**src/rtl/reg_file_if.sv**
```systemverilog
// Register-file access bundle: one write port (din/wr_addr/wr_E) and two
// combinational read ports (A, B). The master owns addresses and write data.
interface reg_file_if #(
  parameter int DATA_W = 16,
  parameter int ADDR_W = 3
);
  // No handshake: a write is accepted on every rising clock edge where wr_E=1
  // and reset is low; reads have no qualifier and are valid once settled.
  logic [DATA_W-1:0] din;
  logic [ADDR_W-1:0] wr_addr;
  logic              wr_E;
  logic [ADDR_W-1:0] rd_addr_a;
  logic [ADDR_W-1:0] rd_addr_b;
  logic [DATA_W-1:0] out_a;
  logic [DATA_W-1:0] out_b;

  modport master (
    output din, wr_addr, wr_E, rd_addr_a, rd_addr_b,
    input  out_a, out_b
  );

  modport slave (
    input  din, wr_addr, wr_E, rd_addr_a, rd_addr_b,
    output out_a, out_b
  );
endinterface

```
**src/rtl/reg_file.sv**
```systemverilog
// Eight-entry register file, one synchronous write port, two combinational
// read ports. Optional write-through forwarding: define REG_FILES_BYPASS_EN.
module reg_file #(
  parameter int DATA_W = 16,
  parameter int ADDR_W = 3,
  parameter int DEPTH  = 8
) (
  input  logic      CLK,
  input  logic      CLR,
  reg_file_if.slave bus
);

  logic [DATA_W-1:0] r_regs [DEPTH];
  logic [DATA_W-1:0] w_out_a;
  logic [DATA_W-1:0] w_out_b;

  always_ff @(posedge CLK or posedge CLR) begin
    if (CLR) begin
      for (int i = 0; i < DEPTH; i++) begin
        r_regs[i] <= '0;
      end
    end else if (bus.wr_E) begin
      r_regs[bus.wr_addr] <= bus.din;
    end
  end

  // Forwarding is gated by CLR so outputs still read zero while in reset.
  always_comb begin
    w_out_a = r_regs[bus.rd_addr_a];
    w_out_b = r_regs[bus.rd_addr_b];
`ifdef REG_FILES_BYPASS_EN
    if (bus.wr_E && !CLR && (bus.rd_addr_a == bus.wr_addr)) begin
      w_out_a = bus.din;
    end
    if (bus.wr_E && !CLR && (bus.rd_addr_b == bus.wr_addr)) begin
      w_out_b = bus.din;
    end
`else
`endif
  end

  assign bus.out_a = w_out_a;
  assign bus.out_b = w_out_b;

endmodule

```
**src/flat_wrapper.sv**
```systemverilog
// flat-port wrapper written by rule: the top's interface ports become plain ports
module reg_file_flat 
#(
  parameter int DATA_W = 16,
  parameter int ADDR_W = 3,
  parameter int DEPTH  = 8
)
  (CLK, CLR, bus_din, bus_wr_addr, bus_wr_E, bus_rd_addr_a, bus_rd_addr_b, bus_out_a, bus_out_b);
  reg_file_if #(.DATA_W(DATA_W), .ADDR_W(ADDR_W)) bus_i ();
  input  logic CLK;
  input  logic CLR;
  input wire logic [$bits(bus_i.din)-1:0] bus_din;
  input wire logic [$bits(bus_i.wr_addr)-1:0] bus_wr_addr;
  input wire logic [$bits(bus_i.wr_E)-1:0] bus_wr_E;
  input wire logic [$bits(bus_i.rd_addr_a)-1:0] bus_rd_addr_a;
  input wire logic [$bits(bus_i.rd_addr_b)-1:0] bus_rd_addr_b;
  output wire logic [$bits(bus_i.out_a)-1:0] bus_out_a;
  output wire logic [$bits(bus_i.out_b)-1:0] bus_out_b;
  assign bus_i.din = bus_din;
  assign bus_i.wr_addr = bus_wr_addr;
  assign bus_i.wr_E = bus_wr_E;
  assign bus_i.rd_addr_a = bus_rd_addr_a;
  assign bus_i.rd_addr_b = bus_rd_addr_b;
  assign bus_out_a = bus_i.out_a;
  assign bus_out_b = bus_i.out_b;
  reg_file #(.DATA_W(DATA_W), .ADDR_W(ADDR_W), .DEPTH(DEPTH)) u_core (.CLK(CLK), .CLR(CLR), .bus(bus_i));
endmodule
```
**config.mk**
```make
export PLATFORM = sky130hd
export DESIGN_NAME = reg_file_flat
export DESIGN_NICKNAME = d
export VERILOG_FILES = /design/src/rtl/reg_file_if.sv /design/src/rtl/reg_file.sv /design/src/flat_wrapper.sv
export SDC_FILE = /design/constraint.sdc
export NUM_CORES = 1
export LEC_CHECK = 0
export CORE_ASPECT_RATIO = 1.75
export CORE_MARGIN = 4
export CORE_UTILIZATION = 23
export CTS_CLUSTER_DIAMETER = 100
export CTS_CLUSTER_SIZE = 8
export DETAILED_ROUTE_END_ITERATION = 8
export MAX_ROUTING_LAYER = met4
export SLEW_MARGIN = 20
export SYNTH_ARGS = -nofsm -noshare
export SYNTH_HDL_FRONTEND = slang
export SYNTH_SLANG_ARGS = --single-unit
```
**constraint.sdc**
```tcl
create_clock -name CLK -period 7.3 [get_ports CLK]
set_input_delay 1.46 -clock CLK [delete_from_list [all_inputs] [get_ports CLK]]
set_output_delay 1.46 -clock CLK [all_outputs]
set_load 0.01 [all_outputs]
```
# Yosys cells after proc, flatten, opt, wreduce, memory -nomap -nowiden
# Index checks and enable logic that the tools add are counted.
# word_totals
register_bits	128
word_cells	25
# classes
n_lt_le_gt_ge	4
n_mux	9
bitwise_logic	3
reduce_logical	1
# ops
cell	n
bitwise mux 128 bit	1
binary-select mux 16 bit (select 3 bit)	2
2-to-1 mux 16 bit	5
demux 16 bit (select 3 bit)	1
greater-or-equal comparator 4 bit, second input constant	3
NOT 3 -> 4 bit	3
< comparator 4 x 1 -> 1 bit, second input constant	1
logical AND 1 bit	1

# Logic depth before layout (Yosys ltp)
# depth
ltp_word	6
depth_mapped	5
depth_no_buf	2

# Worst setup path after synthesis
# OpenSTA, ideal clock, no wires.
# synth_timing
kind	in2out
from	input bus_rd_addr_a[2]
to	output bus_out_a[10]
arrival_ns	2.527
setup_slack_ns	3.313
stages	4
cell_sequence	buf_6 > buf_6 > mux4_1 > mux2_2
# synth_via
elab_chain_len	4
# synth_rtl
item	line	rtl
start: declaration	flat_wrapper.sv:15	input wire logic [$bits(bus_i.rd_addr_a)-1:0] bus_rd_addr_a;
NOT 3 -> 4 bit (not written as such)	reg_file.sv:29	w_out_a = r_regs[bus.rd_addr_a];
binary-select mux 16 bit (select 3 bit)	reg_file.sv:29	
2-to-1 mux 16 bit (not written as such) (2 in a row)	reg_file.sv:29	
end: declaration	flat_wrapper.sv:17	output wire logic [$bits(bus_i.out_a)-1:0] bus_out_a;
# No other way between the ends. The select of a mux whose other input is x is not followed.

# Worst setup path after layout
# layout_timing
from	input bus_rd_addr_b[2]
to	output bus_out_b[0]
# layout_via
elab_chain_len	4
# layout_rtl
item	line	rtl
start: declaration	flat_wrapper.sv:16	input wire logic [$bits(bus_i.rd_addr_b)-1:0] bus_rd_addr_b;
NOT 3 -> 4 bit (not written as such)	reg_file.sv:30	w_out_b = r_regs[bus.rd_addr_b];
binary-select mux 16 bit (select 3 bit)	reg_file.sv:30	
2-to-1 mux 16 bit (not written as such) (2 in a row)	reg_file.sv:30	
end: declaration	flat_wrapper.sv:18	output wire logic [$bits(bus_i.out_b)-1:0] bus_out_b;
# No other way between the ends. The select of a mux whose other input is x is not followed.

==> qor.csv <==
stage;metric;value;unit
timing;hold_ws;517;ps
clocking;htreeDepth;4;
final_layout;largest_register_ffs;128;
worst_setup_path;cp_max_fo;32;
floorplan;die_w;140;µm
worst_setup_path;crit_type;in -> out;
final_layout;fillers;2948;
synth;ys_warn_count;0;
final_layout;layout-drive-gt1-share;0.489;
final_layout;largest_register;u_core.r_regs;
timing;timing.setup.tns;0;ps
synth;syn-cell-area;7030;µm²
clocking;cts_root_buf;clkbuf_16;
synth;synth-seq-cells;128;
floorplan;std_cell_rows;84;
clocking;clock_sinks;128;
clocking;ctsResizeCount;0;
hold_path;holdPathStages;1;
grt;antenna_found_initial;0;
clocking;cts.path.max_buffers;2;
timing;hold_violations;0;
floorplan;die-area;33500;µm²
drt;antenna_left;0;
final_layout;nNetsFinal;473;
timing;slew_viol_final;0;
place;placed_cells;813;
worst_setup_path;ff2ff_path_depth;1;
run;cap_violations;0;
status;status;complete, no violations;
place;dp_hpwl;11600;µm
drt;wl_per_cell;21.3;µm
hold_path;hold_class;reg -> reg;
floorplan;start_util;0.233;
worst_setup_path;r2r_setup_slack;6500;ps
clocking;cts_tree;done;
timing;worst_slew_margin_rel;0.284;
synth;yosys.area.top_type;dfrtp_1;
clocking;numCtsBuffers;17;
drt;vias;3975;
timing;rsz0062_at_grt;false;
final_layout;reg_top3;u_core.r_regs: 128 flops;
synth;ys_types;16;
final_layout;fin_cells;845;
final_layout;antenna_cells;0;
final_layout;area_delta_synth_final;20.3;%
power;ir_drop;0.144;mV
floorplan;die_y;239;µm
timing;fin_crit_sh;0.722;
synth;seq_area_frac_synth;0.456;
synth;syn_area_per_cell;17.8;µm²
power;total_power;2.38;mW
worst_setup_path;startpoint_type;primary input;
clocking;cts_hold_buf;0;
drt;drtIter0Drc;159;
floorplan;io_pins;60;
power;powerDensity;281;nW/µm²
grt;grt_pass1_vias;4620;
drt;drcViolationCount;0;
timing;period_needed;5270;ps
grt;gr-total-overflow;0;
floorplan;core_area;30200;µm²
drt;post_drt_via_cell_ratio;4.70;
grt;grt_pass1_wl;27800;µm
timing;max_freq;190;MHz
worst_setup_path;crit_path_end_kind;output pin;
timing;tightest_slew;1070;ps
clocking;clk_pin_slew;60;ps
timing;setup_viol;0;
synth;synth_area_leaders;dfrtp_1 46%, mux2_2 26%, mux4_1 19%;
grt;grt_max_degree;74;
worst_setup_path;required;5840;ps
place;routabilityCongestion;0.710;
synth;synth_top_area_share;0.456;
synth;synthCells;396;
worst_setup_path;cp.arrival;3810;ps
drt;dr.pass1.iters;6;
place;portBuffers;59;
drt;routed_wl;18000;µm
clocking;post-cts-setup-buffers;0;
grt;grt_usage;0.113;
timing;skew;0;ps
power;p_leak;3.45;nW
synth;synth_nets;424;
clocking;insertion_delay;410;ps
## worst max-delay path, stage by stage
cell and delay, ps:
clkdlybuf4s50_1 450, buf_4 470, mux4_1 630, mux2_2 300, clkdlybuf4s50_1 490
## kinds of logic (layout without fill, tap and decap cells)
| group | after synthesis | count (layout) | synth area share |
|---|---|---|---|
| and+or+nand+nor | 8 | 8 | 0.0162 |
| DFF | 128 | 128 | 0.456 |
| buffers and inverters | 36 | 98 | 0.0397 |
| muxes | 224 | 224 | 0.489 |
## final timing paths
check,from,to
hold reg to reg,u_core.r_regs[21],u_core.r_regs[21]
min in group asynchronous,CLR,u_core.r_regs[25]
setup / recovery,bus_rd_addr_b[2],bus_out_b[0]
setup reg to reg,u_core.r_regs[72],u_core.r_regs[72]
max in group asynchronous,CLR,u_core.r_regs[127]
hold / removal,u_core.r_regs[21],u_core.r_regs[21]
## cell usage in the layout (no fill, tap or decap), types with 3 or more instances in the layout
| master | n |
|---|---|
| dfrtp_1 | 128 |
| mux2_2 | 160 |
| clkinvlp_4 | 5 |
| buf_4 | 6 |
| nand4b_2 | 3 |
| mux4_2 | 13 |
| clkinv_2 | 4 |
| mux4_1 | 51 |
| clkbuf_16 | 17 |
| clkdlybuf4s50_1 | 55 |
| buf_2 | 4 |
## metal layers
| layer | wire [µm] | up-vias | GRT usage |
|---|---|---|---|
| met5 | 0 | - | - |
| met4 | 518 | 0 | 0.0455 |
| met3 | 518 | 26 | 0.0236 |
| met2 | 9720 | 83 | 0.198 |
| met1 | 7210 | 2163 | 0.124 |
| li1 | - | 1703 | - |
## Yosys cell counts
library cell	instances
mux2_2	160
dfrtp_1	128
mux4_1	51
buf_2	15
mux4_2	13
buf_6	12
buf_4	3
nand4b_2	3
buf_1	2
buf_8	2
nor4bb_1	2
and4bb_2	1
clkbuf_2	1
inv_1	1
nand4_2	1
nor4b_4	1
## power by group
| group | switching, mW | internal, mW |
|---|---|---|
| Combinational | 0.212 | 0.393 |
| Sequential | 0.108 | 0.868 |
| Clock | 0.314 | 0.485 |
| Total | 0.634 | 1.75 |
## final cells by class
class                           count  area, µm²  share of cell area
Inverter                            1       6.26            0.000740
Tap cell                          387        484              0.0573
Sequential cell                   128       3200               0.379
Timing Repair Buffer               65        616              0.0728
Clock inverter                     13        114              0.0135
Multi-Input combinational cell    232       3580               0.423
Clock buffer                       19        453              0.0536
## per-stage QoR
step / util / worst slack, ps / cell area [µm²]
after floorplan: - / 2430 / 7030
after global placement: 0.262 / 1980 / 7890
after detailed placement: 0.262 / 1990 / 7890
after CTS: 0.280 / 1990 / 8460
after global routing: 0.280 / 1960 / 8450
final: 0.280 / 2030 / 8450
No activity file was read; power rests on OpenSTA's default activity.
